$ cat config.mk
export PLATFORM = sky130hd
export DESIGN_NAME = memory_access_stage
export DESIGN_NICKNAME = d
export VERILOG_FILES = /design/src/rtl/riscv_pipe_pkg.sv /design/src/rtl/writeback_pipe_register.sv /design/src/rtl/memory_access_stage.sv
export SDC_FILE = /design/constraint.sdc
export NUM_CORES = 1
export LEC_CHECK = 0
export CORE_UTILIZATION = 38
export DETAILED_ROUTE_END_ITERATION = 10
export PLACE_DENSITY = 0.82
export SLEW_MARGIN = 15
export SYNTH_ARGS = -nofsm -noshare
export SYNTH_HDL_FRONTEND = slang
export SYNTH_SLANG_ARGS = --single-unit
$ cat constraint.sdc
create_clock -name clk -period 1.95 [get_ports clk]
set_input_delay 0.585 -clock clk [delete_from_list [all_inputs] [get_ports clk]]
set_output_delay 0.585 -clock clk [all_outputs]
set_load 0.02 [all_outputs]
$ cat src/rtl/riscv_pipe_pkg.sv
// riscv_pipe_pkg: shared encodings, state type and width defaults for the pipeline stages
package riscv_pipe_pkg;
  localparam int DW_DEF = 8;
  localparam int AW_DEF = 8;
  localparam int RW_DEF = 3;
  localparam logic [1:0] RES_ALU = 2'b00;
  localparam logic [1:0] RES_MEM = 2'b01;
  localparam logic [1:0] RES_PC4 = 2'b10;
  typedef enum logic {S_IDLE, S_WAIT} mem_state_t;
endpackage

$ cat src/rtl/writeback_pipe_register.sv
// writeback_pipe_register: MEM/WB flops with bubble insertion and a separate read-data load enable
module writeback_pipe_register #(
  parameter int DW = 8,
  parameter int RW = 3
) (
  input  logic          clk,
  input  logic          rst_n,
  input  logic          bubble,
  input  logic          rd_en,
  input  logic          reg_write_in,
  input  logic [1:0]    result_src_in,
  input  logic [DW-1:0] alu_result_in,
  input  logic [DW-1:0] read_data_in,
  input  logic [DW-1:0] pc_plus4_in,
  input  logic [RW-1:0] rd_in,
  output logic          reg_write,
  output logic [1:0]    result_src,
  output logic [DW-1:0] alu_result,
  output logic [DW-1:0] read_data,
  output logic [DW-1:0] pc_plus4,
  output logic [RW-1:0] rd
);
  always_ff @(posedge clk or negedge rst_n) begin
    if (!rst_n) begin
      reg_write  <= 1'b0;
      result_src <= 2'b00;
      alu_result <= '0;
      read_data  <= '0;
      pc_plus4   <= '0;
      rd         <= '0;
    end else if (bubble) begin
      reg_write  <= 1'b0;
    end else begin
      reg_write  <= reg_write_in;
      result_src <= result_src_in;
      alu_result <= alu_result_in;
      pc_plus4   <= pc_plus4_in;
      rd         <= rd_in;
      if (rd_en) read_data <= read_data_in;
    end
  end
endmodule

$ cat src/rtl/memory_access_stage.sv
// memory_access_stage: M stage; req/ack data-memory access, front-end stall, MEM/WB register.
// Optional DMEM_TIMEOUT_EN: force-retire a load/store after TIMEOUT_CYCLES cycles without ack.
module memory_access_stage
  import riscv_pipe_pkg::*;
#(
  parameter int DW             = DW_DEF,
  parameter int AW             = AW_DEF,
  parameter int RW             = RW_DEF,
  parameter int TIMEOUT_CYCLES = 15
) (
  input  logic          clk,
  input  logic          rst_n,
  input  logic          RegWriteM,
  input  logic          MemWriteM,
  input  logic [1:0]    ResultSrcM,
  input  logic [DW-1:0] ALUResultM,
  input  logic [DW-1:0] WriteDataM,
  input  logic [DW-1:0] pcPlus4M,
  input  logic [RW-1:0] RdM,
  output logic          dmem_req,
  output logic          dmem_we,
  output logic [AW-1:0] dmem_addr,
  output logic [DW-1:0] dmem_wdata,
  input  logic [DW-1:0] dmem_rdata,
  input  logic          dmem_ack,
  output logic          StallM,
  output logic          RegWriteW,
  output logic [1:0]    ResultSrcW,
  output logic [DW-1:0] ALUResultW,
  output logic [DW-1:0] ReadDataW,
  output logic [DW-1:0] pcPlus4W,
  output logic [RW-1:0] RdW,
  output logic          dmem_err
);
  if (TIMEOUT_CYCLES < 2) $error("TIMEOUT_CYCLES must be at least 2");
  mem_state_t state, nxt;
  logic is_load, memop, tmo;
  assign is_load    = ResultSrcM == RES_MEM;
  assign memop      = MemWriteM | is_load;
  assign dmem_we    = MemWriteM;
  assign dmem_addr  = ALUResultM[AW-1:0];
  assign dmem_wdata = WriteDataM;
  always_ff @(posedge clk or negedge rst_n) begin
    if (!rst_n) state <= S_IDLE;
    else        state <= nxt;
  end
  always_comb begin
    nxt = state == S_IDLE ? ((memop & ~dmem_ack) ? S_WAIT : S_IDLE)
                          : ((~memop | dmem_ack | tmo) ? S_IDLE : S_WAIT);
  end
  // rst_n gates the request so an access is abandoned the instant reset asserts
  always_comb begin
    dmem_req = rst_n & memop;
    StallM   = rst_n & memop & ~dmem_ack & ~tmo;
  end
`ifdef DMEM_TIMEOUT_EN
  localparam int CW = $clog2(TIMEOUT_CYCLES + 1);
  logic [CW-1:0] cnt;
  // cnt = stalled cycles so far, so the TIMEOUT_CYCLES-th cycle without ack retires
  assign tmo = (state == S_WAIT) & memop & ~dmem_ack & (cnt == CW'(TIMEOUT_CYCLES - 1));
  always_ff @(posedge clk or negedge rst_n) begin
    if (!rst_n) begin
      cnt      <= '0;
      dmem_err <= 1'b0;
    end else begin
      cnt <= StallM ? cnt + 1'b1 : '0;
      if (tmo) dmem_err <= 1'b1;
    end
  end
`else
  assign tmo      = 1'b0;
  assign dmem_err = 1'b0;
`endif
  writeback_pipe_register #(.DW(DW), .RW(RW)) u_wb (
    .clk           (clk),
    .rst_n         (rst_n),
    .bubble        (StallM),
    .rd_en         (is_load),
    .reg_write_in  (RegWriteM),
    .result_src_in (ResultSrcM),
    .alu_result_in (ALUResultM),
    .read_data_in  (tmo ? {DW{1'b1}} : dmem_rdata),
    .pc_plus4_in   (pcPlus4M),
    .rd_in         (RdM),
    .reg_write     (RegWriteW),
    .result_src    (ResultSrcW),
    .alu_result    (ALUResultW),
    .read_data     (ReadDataW),
    .pc_plus4      (pcPlus4W),
    .rd            (RdW)
  );
endmodule
==> results of run 1 <==
-- synth_stat cells --
cell / instances
dfrtp_1: 30
buf_4: 19
mux2_4: 18
mux2_2: 9
a21oi_1: 3
buf_6: 2
inv_1: 2
o21a_1: 2
a22o_1: 1
and2_1: 1
and2b_2: 1
conb_1: 1
nand2_1: 1
nor2b_1: 1
nor2b_2: 1
o21ai_2: 1
-- layout make-up --
type                       instances  area [um^2]
clock inverter                     1         5.00
inverter                           2         7.51
clock buffer                       7         55.1
fill                             279         1270
multi-input combinational         40          462
sequential                        30          751
tap                               46         57.6
timing repair buffer              84          807
-- worst min-delay path by stage --
stage | to | slack [ns] | cells after the start
floorplan | u_wb.alu_result[0] | 0.29 | 0
global placement | u_wb.read_data[1] | 0.49 | 1
detailed placement | u_wb.pc_plus4[2] | 0.49 | 1
CTS | u_wb.rd[0] | 0.36 | 2
global route | u_wb.pc_plus4[1] | 0.38 | 2
finish | u_wb.pc_plus4[1] | 0.37 | 2
-- cell families after synthesis --
kind of cell,synth area share [%]
compound gates,3.44
flops,54.4
buf+inv,12.5
mux,26.9
other cells,0.272
simple gates,2.45
-- per-stage QoR --
| stage | utilization [%] | cell area [um^2] | worst slack (ns) | hold slack [ns] | TNS [ns] |
|---|---|---|---|---|---|
| after detailed placement | 60.9 | 2080 | -0.610 | 0.494 | -9.77 |
| after global placement | 60.9 | 2080 | -0.608 | 0.489 | -9.32 |
| after CTS | 63.1 | 2150 | 0.00615 | 0.363 | 0 |
| final | 62.8 | 2140 | 0.0289 | 0.368 | 0 |
| after floorplan | - | 1380 | 0.155 | 0.289 | 0 |
| after global routing | 62.8 | 2140 | 0.000150 | 0.381 | 0 |
-- sequential cells by signal (all words and copies together) (netlist names) --
register	cells
u_wb.read_data	8
u_wb.reg_write	1
u_wb.rd	3
u_wb.result_src	2
u_wb.pc_plus4	8
u_wb.alu_result	8
-- power by group --
part	switching, W	internal, W	leakage [nW]
clock network	0.000202	0.000175	0.0353
registers	0.0000351	0.000687	0.351
logic	0.000196	0.000268	0.612
-- what timing repair did --
item,4_1_cts,5_1_grt
gates resized for setup,43,3
endpoints found under the setup margin,11,3
pin swaps,1,0
buffers inserted,1,0
hold buffers,0,0
-- metal layers --
metal | routed length [um] | up-vias | track usage, % | part of all wire, %
met5 | 0 | - | 0 | 0
met4 | 27 | 0 | 7.85 | 0.89
met1 | 1140 | 453 | 18.4 | 38
met2 | 1600 | 53 | 28.7 | 53
li1 | - | 431 | - | -
met3 | 270 | 4 | 7.90 | 8.9
==> metrics, run 1 <==
CP Cell Sequence clkdlybuf4s50_1 > clkdlybuf4s15_2; ratio of cells with drive above 1 in the final layout 35.4%; Critical path origin ALUResultM[1]; cell family with most CP delay buffers and inverters; Fmax achieved around 520 MHz; Routed Antenna Nets 0; initial antenna violation count 0; worst r2r dst u_wb.result_src[1]; dpl cells 201; syn nets around 140; Global Route Usage Sum 17.2%; unrepaired setup endpoints after global routing false; commonest cells after routing, fill and taps aside clkdlybuf4s50_1, dfrtp_1, mux2_4; Worst Path Buf+Inv 2; Final Hold Viols 0; Pleak 0.998 nW; DIE WIDTH 62.3 um; reg2reg start u_wb.result_src[1]; Synth Register Bits 30; Inserted Diodes 0; CP required ~1.4 ns; DR vias/cell 4.48; Critical Path End dmem_addr[1]; critical path class primary input to output pin; io pins 92; Synth Cell Area 1380 um^2; fin crit share 98.5%; Max rail drop VDD 0.358 mV; total power 0.00156 W; CTS Sinks 30; max incr delay on CP 0.49 ns; Clock Tree Buf Depth 2; Final HPWL DP 2340 um; Area contributors post-synth dfrtp_1, mux2_4, buf_4; final non-filler cell total 210; CTS tree yes; Netlist cell types 16; min-delay worst type primary input to async pin; sequential area share after synthesis a little over half; YS warnings 0; Placer Congestion 0.709; R2R setup slack 1.15 ns; Slew Limit Fails 0; H-tree levels 2; Final min period just under 2 ns; DRC Markers 0; leading area contributor after synthesis dfrtp_1; most common cell after layout, fill and taps aside clkdlybuf4s50_1; depth of the most critical reg-to-reg path 2; critical-path cell with the highest stage delay clkdlybuf4s50_1; die area 3880 um^2; critical path depth 2; largest net degree at the start of global routing 21; DR WL/cell about 14 um; syn_area_per_cell 14.8 um^2; clock latency on the worst-skew pair 0.31 ns; area share of the largest cell type after synthesis 54.4%; Setup crit end kind output pin; cell chosen for the clock root clkbuf_4; startpoint types primary input; PortBufs 74; outcome finished, final reports clean; Data arrival, critical path 1.34 ns; Core Rows 21; vias in the first global route around 1000; Die Ht 62.3 um; final setup fails 0; synthesized instance count 93; Max FO, Critical Path 2; via count roughly 940; Worst Skew 0 ns; final WL 3040 um; Initial Util 40.4%; # nets final 205; total gr overflow 0; drt pass-1 iters 2; area grow syn2layout 55.4%; first-pass GRT wire length 4970 um; clock slew at reported path FFs approximately 0.09 ns; total core area 3420 um^2; DRT iter0 DRCs 32; pwr dens 729 nW/um^2; max_cap viols 0; total clock buffers created by CTS 5
(Power assumes the default switching activity.)
==> inputs of run 2 (changes only) <==
--- a/config.mk
+++ b/config.mk
@@ -6,7 +6,9 @@
 export NUM_CORES = 1
 export LEC_CHECK = 0
+export ABC_CLOCK_PERIOD_IN_PS = 1950
 export CORE_UTILIZATION = 38
 export DETAILED_ROUTE_END_ITERATION = 10
 export PLACE_DENSITY = 0.82
+export SKIP_CTS_REPAIR_TIMING = 1
 export SLEW_MARGIN = 15
 export SYNTH_ARGS = -nofsm -noshare
==> constraint.sdc (replaced) <==
create_clock -name clk -period 1.95 [get_ports clk]
set_input_delay 0.39 -clock clk [delete_from_list [all_inputs] [get_ports clk]]
set_output_delay 0.39 -clock clk [all_outputs]
set_load 0.02 [all_outputs]
==> run 2 against run 1 <==
Cell area grew 1.2%. Hold slack gained 0.051 ns. Global-route usage shrank 0.97 points. Utilization grew 0.77 points. Sequential cell count is the same. Via count shrank 1.1%. First-iteration DRC count shrank 44%. Register-to-register slack gained 0.02 ns. Sequential share of layout area shrank 0.42 points.
==> metrics, run 2 (same netlist as run 1, synthesis figures left out) <==
outcome finished, final reports clean; final non-filler cell total 209 (-0.48%); PortBufs 74 (unchanged); Inserted Diodes 0 (unchanged); min-delay worst type primary input to async pin; Final Hold Viols 0 (unchanged); clock latency on the worst-skew pair 0.32 ns (about the same); drt pass-1 iters 2 (unchanged); CTS Sinks 30 (unchanged); fin crit share 97.5% (-1.0 points); Post-Route Setup TNS 0 ns (unchanged); Critical Path End dmem_addr[7]; H-tree levels 2 (unchanged); Final HPWL DP 2270 um (-2.7%); clock slew at reported path FFs 0.10 ns (about the same); Worst Path Buf+Inv 2 (unchanged); DRC Markers 0 (unchanged); largest net degree at the start of global routing 21 (unchanged); CTS tree yes; final WL 2980 um (-2.1%); Seq pwr share 42.8% (-3.4 points); combinational share of power 27.9% (-1.8 points); startpoint types primary input; area grow syn2layout 57.3%; vias in the first global route 1020 (-1.3%); Pleak 1.00 nW (+0.61%); Hold WS 0.420 ns (+0.0514 ns); critical path depth 2 (unchanged); initial antenna violation count 0 (unchanged); Global Route Usage Sum 16.2% (-0.97 points); total gr overflow 0 (unchanged); Detail Route met3 WL 289 um (+7.0%); total clock buffers created by CTS 5 (unchanged); reg2reg start u_wb.result_src[1]; Setup crit end kind output pin; total core area 3420 um^2 (unchanged); Max FO, Critical Path 2 (unchanged); max incr delay on CP 0.63 ns (+0.14 ns); critical-path cell with the highest stage delay clkdlybuf4s50_1; Worst Skew 0 ns (unchanged); total power 0.00169 W (+7.9%); Final min period 1.90 ns (-0.0195 ns); Net Sw Frac 27.0% (-0.70 points); critical path class primary input to output pin; Sw Pwr 0.000456 W (+5.2%); worst r2r dst u_wb.result_src[1]; commonest cells after routing, fill and taps aside clkdlybuf4s50_1, dfrtp_1, mux2_4; cell family with most CP delay buffers and inverters; io pins 92 (unchanged); Fmax achieved 526 MHz (+1.0%); metal2 WL 1500 um (-6.2%); die area 3880 um^2 (unchanged); most common cell after layout, fill and taps aside clkdlybuf4s50_1; Max rail drop VDD 0.424 mV (+18%); CP required 1.56 ns (+0.20 ns); depth of the most critical reg-to-reg path 2 (unchanged); cell chosen for the clock root clkbuf_4; DRT iter0 DRCs 18 (-44%); dpl cells 201 (unchanged); first-pass GRT wire length 4790 um (-3.6%); via count 931 (-1.1%); CP Cell Sequence clkdlybuf4s50_1 > clkdlybuf4s50_1; Pint 0.00123 W (+8.9%); DR WL/cell 14.2 um (-1.6%); met1 WL 1150 um (+0.26%); R2R setup slack 1.17 ns (+0.02 ns); Core Rows 21 (unchanged); Initial Util 40.4% (unchanged); # fillers 270 (-3.2%); Placer Congestion 0.709 (about the same); ratio of cells with drive above 1 in the final layout 28.8% (-6.5 points); Most Frequent Cell on Critical Path clkdlybuf4s50_1; # nets final 204 (-0.49%); unrepaired setup endpoints after global routing false; pwr dens 777 nW/um^2 (+6.6%); Slew Limit Fails 0 (unchanged); DIE WIDTH 62.3 um (unchanged); Data arrival, critical path 1.51 ns (+0.17 ns); max_cap viols 0 (unchanged); Critical path origin ALUResultM[7]; Die Ht 62.3 um (unchanged); clock power share 29.3% (+5.2 points); Clock Tree Buf Depth 2 (unchanged); DR vias/cell 4.45 (-0.59%); final setup fails 0 (unchanged); uppermost layer routed met4; Routed Antenna Nets 0 (unchanged); biggest regs u_wb.alu_result x8, u_wb.pc_plus4 x8, u_wb.read_data x8
-- run 2: changes by cell type in the layout (fill, tap and decap cells not counted), sizes merged --
cell	previous run	this run
clkdlybuf4s50	57	71
clkdlybuf4s15	7	0
buf	14	9
dlygate4sd2	5	0
clkbuf	7	5
clkinvlp	0	2
dlymetal6s2s	1	3
bufinv	0	1
clkinv	1	0
-- run 2: worst min path at each step --
stage / to / slack, ns
final: u_wb.alu_result[5] / 0.42
after CTS: u_wb.alu_result[5] / 0.41
after global routing: u_wb.alu_result[5] / 0.42
after global placement: u_wb.read_data[3] / 0.49
after floorplan: u_wb.alu_result[0] / 0.09
after detailed placement: u_wb.alu_result[2] / 0.49
-- run 2: per-stage QoR --
stage | util [%] | cell area, um^2 | worst slack (ns)
finish | 63.6 | 2170 | 0.0484
global route | 63.6 | 2170 | 0.0214
global placement | 60.9 | 2080 | -0.218
CTS | 63.3 | 2160 | -0.250
floorplan | - | 1380 | 0.545
detailed placement | 60.9 | 2080 | -0.239
-- run 2: cell type report --
cell class	instances	area [um^2]	area share, %
Timing Repair Buffer	83	816	37.6
Clock buffer	5	37.5	1.73
Sequential cell	30	751	34.6
Tap cell	46	57.6	2.65
Multi-Input combinational cell	40	457	21.0
Inverter	2	7.51	0.346
Clock inverter	3	45.0	2.07
-- run 2: power groups by stage --
| stage | Combinational, W | Sequential (W) | Clock (W) |
|---|---|---|---|
| after floorplan | 0.000166 | 0.000814 | 0 |
| after global placement | 0.000464 | 0.000731 | 0 |
| after detailed placement | 0.000474 | 0.000733 | 0 |
| after CTS | 0.000476 | 0.000722 | 0.000510 |
| after global routing | 0.000493 | 0.000731 | 0.000538 |
| final | 0.000470 | 0.000721 | 0.000495 |
-- run 2: routing by layer --
| layer | vias to the layer above | GRT usage [%] |
|---|---|---|
| li1 | 432 | - |
| met1 | 438 | 17.4 |
| met2 | 54 | 27.3 |
| met3 | 7 | 6.62 |
| met4 | 0 | 8.14 |
| met5 | - | 0 |
==> inputs of run 3 (changes only) <==
CORE_UTILIZATION = 40   (was 38)
DONT_BUFFER_PORTS = 1   (was not set)
PLACE_DENSITY = 0.51   (was 0.82)
==> run 3 against run 2 <==
Utilization shrank 20 points. Wire length shrank 29%. Combinational power shrank 70%. Sequential share of layout area grew 20 points. Critical endpoint is now StallM. Die area shrank 4.8%. Hold slack lost 0.21 ns. Global-route usage shrank 3.8 points. Clock-buffer cell count grew 2. Via count shrank 32%. Largest power group unchanged.
==> metrics, run 3 (same netlist as run 1, synthesis figures left out) <==
total core area 3150 um^2 (-7.7%); DIE WIDTH 60.7 um (-2.4%); Pleak 0.657 nW (-35%); Worst Path Buf+Inv 2 (unchanged); final WL 2120 um (-29%); DP Area 1310 um^2 (-37%); DRC Markers 0 (unchanged); total gr overflow 0 (unchanged); Inserted Diodes 0 (unchanged); final instance area 1380 um^2 (-36%); Pint 0.000912 W (-26%); Final Hold Viols 0 (unchanged); critical-path cell with the highest stage delay o21ai_2; min-delay worst type primary input to flop; H-tree levels 2 (unchanged); cell family with most CP delay buffers and inverters; Final min period 1.38 ns (-0.525 ns); DRT iter0 DRCs 11 (-7); startpoint types primary input; total clock buffers created by CTS 5 (unchanged); DR vias/cell 4.95 (+11%); M3 GR Usage 8.53% (+1.9 points); setup ws final 0.573 ns (+0.525 ns); clock latency on the worst-skew pair 0.30 ns (-0.02 ns); Worst Skew 0 ns (unchanged); critical path class primary input to output pin; drt pass-1 iters 3 (+1); Clock Tree Buf Depth 2 (unchanged); Max rail drop VDD 0.407 mV (-4.2%); Routed Antenna Nets 0 (unchanged); Sw Pwr 0.000356 W (-22%); clock power share 24.7% (-4.6 points); Net Sw Frac 28.1% (+1.1 points); vias in the first global route 678 (-34%); # nets final 126 (-38%); DR WL/cell 16.5 um (+16%); met2 Use GR 17.6% (-9.8 points); Post-Route Setup TNS 0 ns (unchanged); unrepaired setup endpoints after global routing false; max_cap viols 0 (unchanged); Die Ht 60.7 um (-2.4%); CP required 1.56 ns (about the same); Data arrival, critical path 0.99 ns (-0.52 ns); Max FO, Critical Path 3 (+1); Fmax achieved 726 MHz (+38%); area grow syn2layout -0.000290%; fin crit share 70.6% (-27 points); clock slew at reported path FFs 0.08 ns (-0.02 ns); DP Worst Slack 0.511 ns (+0.749 ns); Placer Congestion 0.591 (-17%); initial antenna violation count 0 (unchanged); Global Route Usage Sum 12.4% (-3.8 points); first-pass GRT wire length 3030 um (-37%); Slew Limit Fails 0 (unchanged); biggest regs u_wb.alu_result x8, u_wb.pc_plus4 x8, u_wb.read_data x8; ratio of cells with drive above 1 in the final layout 46.4% (+18 points); CTS tree yes; Final HPWL DP 1420 um (-37%); die area 3690 um^2 (-4.8%); most common cell after layout, fill and taps aside dfrtp_1; busiest grt layer met2; max incr delay on CP 0.22 ns (-0.41 ns); outcome finished, final reports clean; commonest cells after routing, fill and taps aside dfrtp_1, mux2_4, mux2_2; cell chosen for the clock root clkbuf_4; met1 GRT Util 13.3% (-4.1 points); Setup crit end kind output pin; CP Cell Sequence nor2b_2 > o21ai_2 > inv_1 > buf_4; PortBufs 0 (-100%); io pins 92 (unchanged); via count 634 (-32%); largest net degree at the start of global routing 33 (+57%); final setup fails 0 (unchanged); Core Rows 20 (-4.8%); pwr dens 919 nW/um^2 (+18%); CTS Sinks 30 (unchanged); Initial Util 43.8% (+3.4 points); Seq pwr share 64.1% (+21 points); combinational share of power 11.2% (-17 points)
run 3: power by group through the flow:
stage	combinational, W	sequential (W)	clock, W
2_1_floorplan	0.000166	0.000814	0
3_3_place_gp	0.000122	0.000827	0
3_5_place_dp	0.000126	0.000826	0
4_1_cts	0.000127	0.000815	0.000339
5_1_grt	0.000156	0.000823	0.000376
6_report	0.000143	0.000813	0.000313
run 3: final cells by class:
| cell class | instances | area, um^2 |
|---|---|---|
| Clock buffer | 7 | 45.0 |
| Multi-Input combinational cell | 40 | 457 |
| Fill cell | 307 | 1770 |
| Inverter | 2 | 7.51 |
| Sequential cell | 30 | 751 |
| Timing Repair Buffer | 5 | 65.1 |
| Tap cell | 44 | 55.1 |
run 3: final timing paths:
path	from	endpoint	slack, ns	cells past startpoint
hold reg to reg	u_wb.read_data[6]	u_wb.read_data[6]	0.67	1
min in group asynchronous	rst_n	u_wb.alu_result[6]	0.55	2
setup / recovery	ResultSrcM[0]	StallM	0.57	4
setup reg to reg	u_wb.pc_plus4[7]	u_wb.pc_plus4[7]	1.07	1
hold / removal	RegWriteM	u_wb.reg_write	0.21	1
max in group asynchronous	rst_n	u_wb.read_data[2]	1.24	2
run 3: routing by layer:
layer  vias to the layer above  wire length (um)
met4                         0                33
met2                        55               917
li1                        272                 -
met3                         6               290
met5                         -                 0
met1                       301               874
run 3: metrics by stage:
stage	utilization, %	power, W	hold WS, ns	cells
floorplan	-	0.000980	0.0944	93
global placement	41.4	0.000948	0.0950	119
detailed placement	41.4	0.000953	0.0950	119
CTS	42.8	0.00128	-0.260	126
global route	43.8	0.00135	0.170	128
finish	43.8	0.00127	0.208	128
